**src/rtl/imem_loader.sv**
```systemverilog
// ----------------------------------------------------------------------------
// imem_loader
//
// Boot stage for the 16-bit pipelined core. A program image arrives as a byte
// stream, is packed into 16-bit instruction words and written through the
// instruction memory write port. The core is held in reset until the image
// checksum has been verified.
//
// Stream format:
//   LEN_HI, LEN_LO (N = word count), 2*N payload bytes (high byte first),
//   CSUM. An image is good when the XOR of every byte, LEN and CSUM
//   included, is zero.
//
// Handshake:
//   A byte moves only in a cycle where in_valid and in_ready are both high.
//   in_ready is registered. While the loader is in RUN or ERR, in_ready is
//   low, so the stream is held back rather than dropped. Nothing in the
//   loader changes state in a cycle without a transfer.
//
// Ports:
//   clk          clock; all state changes on the rising edge
//   reset        synchronous active-high reset; overrides every other input
//   in_data      stream byte
//   in_valid     in_data is valid this cycle
//   in_ready     loader can accept a byte this cycle
//   reload       one-cycle pulse that restarts loading from RUN or ERR
//   mem_we       instruction memory write strobe (one-cycle pulse)
//   mem_addr     byte address of the write (2 * word index, always even)
//   mem_wdata    instruction word {first byte, second byte}
//   cpu_reset    core reset; high while loading or after an error
//   done         image loaded and verified; core released
//   error        length overflow or checksum mismatch
//   words_loaded number of words written during the current load
// ----------------------------------------------------------------------------
module imem_loader #(
    parameter int DEPTH = 128,
    parameter int AW    = 16
) (
    input  logic          clk,
    input  logic          reset,
    input  logic [7:0]    in_data,
    input  logic          in_valid,
    output logic          in_ready,
    input  logic          reload,
    output logic          mem_we,
    output logic [AW-1:0] mem_addr,
    output logic [15:0]   mem_wdata,
    output logic          cpu_reset,
    output logic          done,
    output logic          error,
    output logic [7:0]    words_loaded
);

    typedef enum logic [2:0] {
        S_LEN_HI,
        S_LEN_LO,
        S_D_HI,
        S_D_LO,
        S_CSUM,
        S_RUN,
        S_ERR
    } state_t;

    localparam logic [15:0] DEPTH_W = 16'(DEPTH);

    state_t      state;
    logic [7:0]  len_hi;
    logic [15:0] len;
    logic [7:0]  hi_byte;
    logic [7:0]  acc;

    logic        xfer;
    logic [7:0]  acc_next;
    logic [15:0] len_next;
    logic [15:0] words_next;

    assign xfer       = in_valid & in_ready;
    assign acc_next   = acc ^ in_data;
    assign len_next   = {len_hi, in_data};
    assign words_next = {8'd0, words_loaded} + 16'd1;

    // words_loaded doubles as the write index. It is cleared whenever a new
    // load starts and stops at N, and N never exceeds DEPTH, so the address
    // cannot wrap.
    always_ff @(posedge clk) begin
        if (reset) begin
            state        <= S_LEN_HI;
            in_ready     <= 1'b0;
            mem_we       <= 1'b0;
            mem_addr     <= '0;
            mem_wdata    <= 16'h0000;
            cpu_reset    <= 1'b1;
            done         <= 1'b0;
            error        <= 1'b0;
            words_loaded <= 8'd0;
            acc          <= 8'h00;
            len_hi       <= 8'h00;
            len          <= 16'h0000;
            hi_byte      <= 8'h00;
        end else begin
            mem_we <= 1'b0;
            case (state)
                S_LEN_HI: begin
                    // Raising in_ready here makes it rise the cycle after
                    // reset drops.
                    in_ready <= 1'b1;
                    if (xfer) begin
                        len_hi <= in_data;
                        acc    <= acc_next;
                        state  <= S_LEN_LO;
                    end
                end
                S_LEN_LO: begin
                    if (xfer) begin
                        acc <= acc_next;
                        len <= len_next;
                        if (len_next > DEPTH_W) begin
                            // Oversized image: reject before any write.
                            state    <= S_ERR;
                            error    <= 1'b1;
                            in_ready <= 1'b0;
                        end else if (len_next == 16'h0000) begin
                            state <= S_CSUM;
                        end else begin
                            state <= S_D_HI;
                        end
                    end
                end
                S_D_HI: begin
                    if (xfer) begin
                        hi_byte <= in_data;
                        acc     <= acc_next;
                        state   <= S_D_LO;
                    end
                end
                S_D_LO: begin
                    if (xfer) begin
                        acc          <= acc_next;
                        mem_we       <= 1'b1;
                        mem_wdata    <= {hi_byte, in_data};
                        mem_addr     <= AW'({words_loaded, 1'b0});
                        words_loaded <= words_next[7:0];
                        state        <= (words_next == len) ? S_CSUM : S_D_HI;
                    end
                end
                S_CSUM: begin
                    if (xfer) begin
                        acc      <= acc_next;
                        in_ready <= 1'b0;
                        if (acc_next == 8'h00) begin
                            state     <= S_RUN;
                            cpu_reset <= 1'b0;
                            done      <= 1'b1;
                        end else begin
                            state <= S_ERR;
                            error <= 1'b1;
                        end
                    end
                end
                S_RUN, S_ERR: begin
                    if (reload) begin
                        state        <= S_LEN_HI;
                        in_ready     <= 1'b1;
                        cpu_reset    <= 1'b1;
                        done         <= 1'b0;
                        error        <= 1'b0;
                        words_loaded <= 8'd0;
                        acc          <= 8'h00;
                    end
                end
                default: begin
                    state    <= S_LEN_HI;
                    in_ready <= 1'b0;
                end
            endcase
        end
    end

endmodule

```
**config.mk**
```make
export PLATFORM = sky130hd
export DESIGN_NAME = imem_loader
export DESIGN_NICKNAME = d
export VERILOG_FILES = /design/src/rtl/imem_loader.sv
export SDC_FILE = /design/constraint.sdc
export NUM_CORES = 1
export LEC_CHECK = 0
export ABC_AREA = 1
export CORE_MARGIN = 4
export CORE_UTILIZATION = 35
export CTS_BUF_LIST = sky130_fd_sc_hd__clkbuf_16
export CTS_CLUSTER_DIAMETER = 120
export DETAILED_ROUTE_END_ITERATION = 12
export GPL_ROUTABILITY_DRIVEN = 1
export PLACE_DENSITY = 0.62
export SETUP_SLACK_MARGIN = 0.02
export SYNTH_ARGS = -nofsm -noshare
export SYNTH_HDL_FRONTEND = slang
export SYNTH_SLANG_ARGS = --single-unit
```
**constraint.sdc**
```tcl
create_clock -name clk -period 1.6 [get_ports clk]
set_input_delay 0.24 -clock clk [delete_from_list [all_inputs] [get_ports clk]]
set_output_delay 0.24 -clock clk [all_outputs]
set_load 0.05 [all_outputs]
```
After elaboration in Yosys (flattened, before gate mapping)
Cells that the tools add are included.
Word-level totals
  input port bits: 12
  output and inout port bits: 45
  flip-flop bits (word level): 80
Operators by class
  add/subtract/negate cells: 1
  bitwise logic cells: 4
  eq/ne operators: 17
  $lt $le $gt $ge: 1
  reductions and logical operators: 21
  multiplexer cells: 34
Operators by type and width (count)
  case mux 8 bit (2 select lines): 2
  2-to-1 mux 3 bit: 9
  2-to-1 mux 8 bit: 3
  inequality test 2 bit, second input constant: 9
  case mux 3 bit (6 select lines): 1
  == test 9 x 16 -> 1 bit: 1
  > comparator 16 x 8 -> 1 bit, second input constant: 1
  zero test 16 bit: 1
  2-to-1 mux 1 bit: 14
  AND reduction 6 bit: 2
  adder 8 x 1 -> 9 bit, second input constant: 1
  == test 3 bit, second input constant: 3
  zero test 8 bit: 1
  AND reduction 2 bit: 4
  bitwise XOR 8 bit: 1
  == test 3 x 2 -> 1 bit, second input constant: 2
  AND reduction 3 bit: 2
  nonzero test 2 bit: 3
  OR reduction 2 bit: 3
  case mux 1 bit (5 select lines): 1
  AND reduction 5 bit: 1
  OR reduction 5 bit: 1
  case mux 1 bit (2 select lines): 2
  AND reduction 4 bit: 1
  8 further kinds: 9

Logic depth before layout (Yosys ltp)
  depth in word-level cells: 5
  mapped depth: 14
  mapped depth without buffers: 13

Worst setup path before layout
No wires, ideal clock.
  kind: register to register
  start: register words_loaded[1]
  end: register state[1]
  slack: -409 ps
  data required time: 1467 ps
  setup time: 133 ps
  arrival time: 1875 ps
  clock period less this slack: 2009 ps
  stages on the path, launching flop included: 13
  cells stage by stage: dfxtp_1 > ha_1 > nand3_1 > o21ai_1 > nand2_1 > nand2_1 > nand2_1 > nor2_1 > nand3_1 > nand2_1 > nand2_1 > nand2_1 > a21oi_1
Between the ends
  cells in the longest elaborated chain, start to end: 5
Ends and longest elaborated chain
  from (decl): RTL line 51  | output logic [7:0] words_loaded
  from (signal assigned): RTL line 142  | words_loaded <= words_next[7:0];
  adder 8 x 1 -> 9 bit: RTL line 80  | assign words_next = {8'd0, words_loaded} + 16'd1;
  == test 9 x 16 -> 1 bit: RTL line 143  | state <= (words_next == len) ? S_CSUM : S_D_HI;
  2-to-1 mux 3 bit: RTL line 143
  2-to-1 mux 3 bit: RTL line 137  | if (xfer) begin
  case mux 3 bit (6 select lines): RTL line 102  | case (state)
  to (signal assigned): RTL line 143
  to (decl): RTL line 66  | state_t state;
No other way between the ends. The select of a mux whose other input is x is not followed.
A chain may end at the register's enable or synchronous reset.

Worst setup path in the final report
Ends and elaborated chain as after synthesis.

==> metrics.md <==
| Metric | Value |
|---|---|
| Status | complete, no violations |
| Fraction of layout cells with a size suffix above 1 | 27.9% |
| Antenna cells | 0 |
| Biggest area contributors in the synthesized netlist | dfxtp_1 (45%), o21ai_0 (7.9%), nand2_1 (7.2%) |
| Crit Path Category | flip-flop to flip-flop |
| Post-Synthesis Cells | 471 |
| CTS tree | built |
| Routed vias | 3284 |
| Number of synthesized register bits | 80 |
| CTS H-Tree Depth | 3 |
| Power Density | 1030 nW/um^2 |
| P&R area growth vs syn | 34.4% |
| DRT antenna net count | 0 |
| Combinational share of power | 14.6% |
| Row count | 36 |
| Main combinational cell family by area after synthesis | simple AND/OR/NAND/NOR gates |
| Largest net degree at the start of global routing | 58 |
| Final Max Tran Viols | 0 |
| Design area | 4800 um^2 |
| Total core area | 9860 um^2 |
| Die Span Y | 109 um |
| Routed wire length | 9010 um |
| Post-synth top area cell | dfxtp_1 |
| Num CTS Buffers | 9 |
| Clk_lat worst skew | 330 ps |
| Vias in the first global route | 3026 |
| GRT Residual Overflow | 0 |
| Pre-CTS setup slack | -259 ps |
| Area after DPL | 4410 um^2 |
| Flop2flop setup slack | 40 ps |
| Hold crit path type | primary input to flip-flop |
| I/O pin total | 57 |
| Setup Total Neg Slack | 0 ps |
| CTS max path bufs | 2 |
| Reg clk slew, reported paths | 60 ps |
| Worst Slack Setup Final | 39.9 ps |
| Post-Synth XOR/XNOR Area | 2.70% |
| Die W | 109 um |
| Post-synthesis compound-gate area fraction | 18.2% |
| First-pass GRT wire length | 14800 um |
| Clock skew | 6.20 ps |
| Port Buffers | 48 |
| Top Layer Used | met4 |
| Crit share post-route | 97.5% |
| F_max | 641 MHz |
| Mux cell area share after synthesis | 0% |
| Type of origin of the critical path | flip-flop |
| Root buffer cell | clkbuf_16 |
| Cell area after synthesis | 3570 um^2 |
| Sw frac | 27.4% |
| Post-DP HPWL | 6690 um |
| Met1 WL | 4110 um |
| Post-Synth Simple-Gate Area | 24.9% |
| Ys Warns | 0 |
| Crit. End Element | flip-flop |
| Antenna violations before repair | 0 |
| Post-synth top area share | 44.9% |
| Met3 wire length | 449 um |
| Total net switching power | 0.00135 W |
| Initial DRT Pass Iterations | 5 |
| Nets@finish | 568 |
| WL per Instance | 13.0 um |
| Total track usage | 15.8% |
| Cell variety after synth | 37 |
| Post-Synth Adder-Cell Area | 0.351% |
| Flop pwr share | 43.3% |
| Via-to-Cell Ratio | 4.74 |
| Tmin final | 1560 ps |
| DRC viols | 0 |
| Clock share of power | 42.1% |
| Met2 routed WL | 4380 um |
| Hold Vio Cnt, Final | 0 |
| Arr. time, crit path | 1780 ps |
| WP data required | 1820 ps |
| RSZ-0062 raised after global routing | yes |
| Final GP Congestion | 0.859 |
| Int Pwr | 0.00358 W |
| Sequential share of the synthesized area | 44.9% |
| Die area | 11900 um^2 |
| Starting density of the core | 36.2% |
| Endpoints failing setup | 0 |
| Crit-path max FO | 3 |
| Leak Pwr | 2.06 nW |
| DRT iter0 DRCs | 141 |
| CTS sink cnt | 80 |
| Max VDD drop | 0.668 mV |
| Max Cap Violations | 0 |
| Syn avg cell area | 7.58 um^2 |
==> per-layer routing <==
metal	vias up	GRT usage, %
met5	-	0
met2	67	26.1
met3	5	3.49
met1	1510	20.8
li1	1702	-
met4	0	4.60
==> flip-flops by register name (all words and copies together), names as in the netlist <==
name and flops:
state 3, in_ready 1, mem_wdata 16, len 16
acc 8, cpu_reset 1, error 1, mem_addr 8
hi_byte 8, len_hi 8, words_loaded 8, mem_we 1
done 1
==> per-stage QoR <==
| stage | cells | hold slack (ps) | utilization (%) | total power (W) |
|---|---|---|---|---|
| 2_1_floorplan | 478 | 405 | - | 0.00266 |
| 3_3_place_gp | 676 | 446 | 44.7 | 0.00287 |
| 3_5_place_dp | 676 | 451 | 44.7 | 0.00289 |
| 4_1_cts | 692 | 461 | 47.8 | 0.00499 |
| 5_1_grt | 693 | 353 | 48.6 | 0.00515 |
| 6_report | 693 | 332 | 48.6 | 0.00493 |
==> power by group through the flow <==
stage	sequential, W	combinational (W)	clock (W)
after CTS	0.00213	0.000715	0.00214
final	0.00213	0.000721	0.00208
after detailed placement	0.00218	0.000712	0
after global routing	0.00214	0.000792	0.00221
after global placement	0.00217	0.000700	0
after floorplan	0.00221	0.000450	0
==> critical path, cell delays in order, from the launching register on <==
cell     delay, ps
dfxtp_4        360
ha_4           170
buf_4          130
xnor2_1        130
nand2_1         60
nand2_1         60
nor3_2         210
nand3_1        100
nand2_1         80
nand2_1         50
nand2_1         50
a21oi_1         50
==> Yosys cell counts <==
| cell type | number |
|---|---|
| inv_1 | 30 |
| nand3_1 | 28 |
| o21ai_0 | 56 |
| nor3_1 | 5 |
| inv_2 | 5 |
| o22ai_1 | 4 |
| nor2_2 | 2 |
| xnor2_1 | 6 |
| dfxtp_1 | 80 |
| o32ai_1 | 1 |
| nand3b_1 | 2 |
| a21oi_1 | 47 |
| clkinv_2 | 1 |
| nor3_2 | 2 |
| nand4_1 | 6 |
| conb_1 | 1 |
| buf_2 | 7 |
| a21oi_2 | 2 |
| nor2_1 | 61 |
| buf_6 | 1 |
| buf_4 | 11 |
| nor2_8 | 1 |
| ha_1 | 1 |
| nand2_1 | 68 |
| o21ai_1 | 3 |
| xor2_1 | 5 |
| nand2_2 | 5 |
| inv_4 | 2 |
| or2_1 | 1 |
| clkinv_1 | 1 |
| o21ai_2 | 3 |
| nor2b_1 | 1 |
| nor2_4 | 2 |
| nand2_4 | 5 |
| o211a_1 | 4 |
| clkbuf_1 | 10 |
| nand3_2 | 1 |
==> path summary, 6_finish.rpt <==
check / cells past startpoint / endpoint / start
worst min register to register: 2 / hi_byte[1]$_SDFFE_PP0P_ / hi_byte[1]$_SDFFE_PP0P_
worst max register to register: 11 / state[1]$_SDFFE_PP0P_ / words_loaded[1]$_SDFFE_PP0P_
worst max-delay path: 11 / state[1]$_SDFFE_PP0P_ / words_loaded[1]$_SDFFE_PP0P_
worst min-delay path: 3 / hi_byte[5]$_SDFFE_PP0P_ / in_data[5]
==> logic make-up (layout without fill, tap and decap cells) <==
kind of cell | count (synthesis) | in the layout
flops | 80 | 80
other cells | 1 | 8
compound gates | 120 | 120
fa+ha+maj | 1 | 1
buf+inv | 68 | 150
xor+xnor | 11 | 11
simple gates | 190 | 190
==> cell type report <==
class / instances / area (um^2)
Clock buffer: 9 / 225
Sequential cell: 80 / 1620
Clock inverter: 7 / 80.1
Tap cell: 133 / 166
Fill cell: 950 / 5070
Inverter: 39 / 153
Multi-Input combinational cell: 330 / 1740
Timing Repair Buffer: 95 / 808
==> cell usage in the layout, fill, tap and decap left out, types with 2 or more instances in the layout <==
master and n:
dfxtp_2 7, clkbuf_16 9, o21ai_1 2, nand2_4 6, buf_12 4, dlymetal6s2s_1 4, o21ai_2 4, nand2_2 9
nand3b_1 2, dfxtp_1 70, nor2_1 57, o211a_1 4, inv_4 2, a21oi_2 2, clkinv_4 2, nor3_2 2
xnor2_2 2, inv_1 29, nor2_2 5, nand3_1 27, buf_6 2, nand3_2 2, a21oi_1 47, dfxtp_4 3
inv_2 6, buf_4 78, clkinvlp_4 2, conb_1 8, nand4_1 6, xnor2_1 4, clkdlybuf4s50_1 7, nor3_1 5
o21ai_0 56, nor2_4 3, nand2_1 63, inv_6 2, o22ai_1 4, xor2_1 5
==> repair_timing <==
item / CTS / global route
setup endpoints to repair: 6 / 28
resized for setup: 3 / 22
hold buffers: 0 / 0
buffers inserted: 0 / 1
pin swaps: 0 / 4
endpoints found under the hold margin: 0 / 0
No activity file was read; power rests on OpenSTA's default activity.
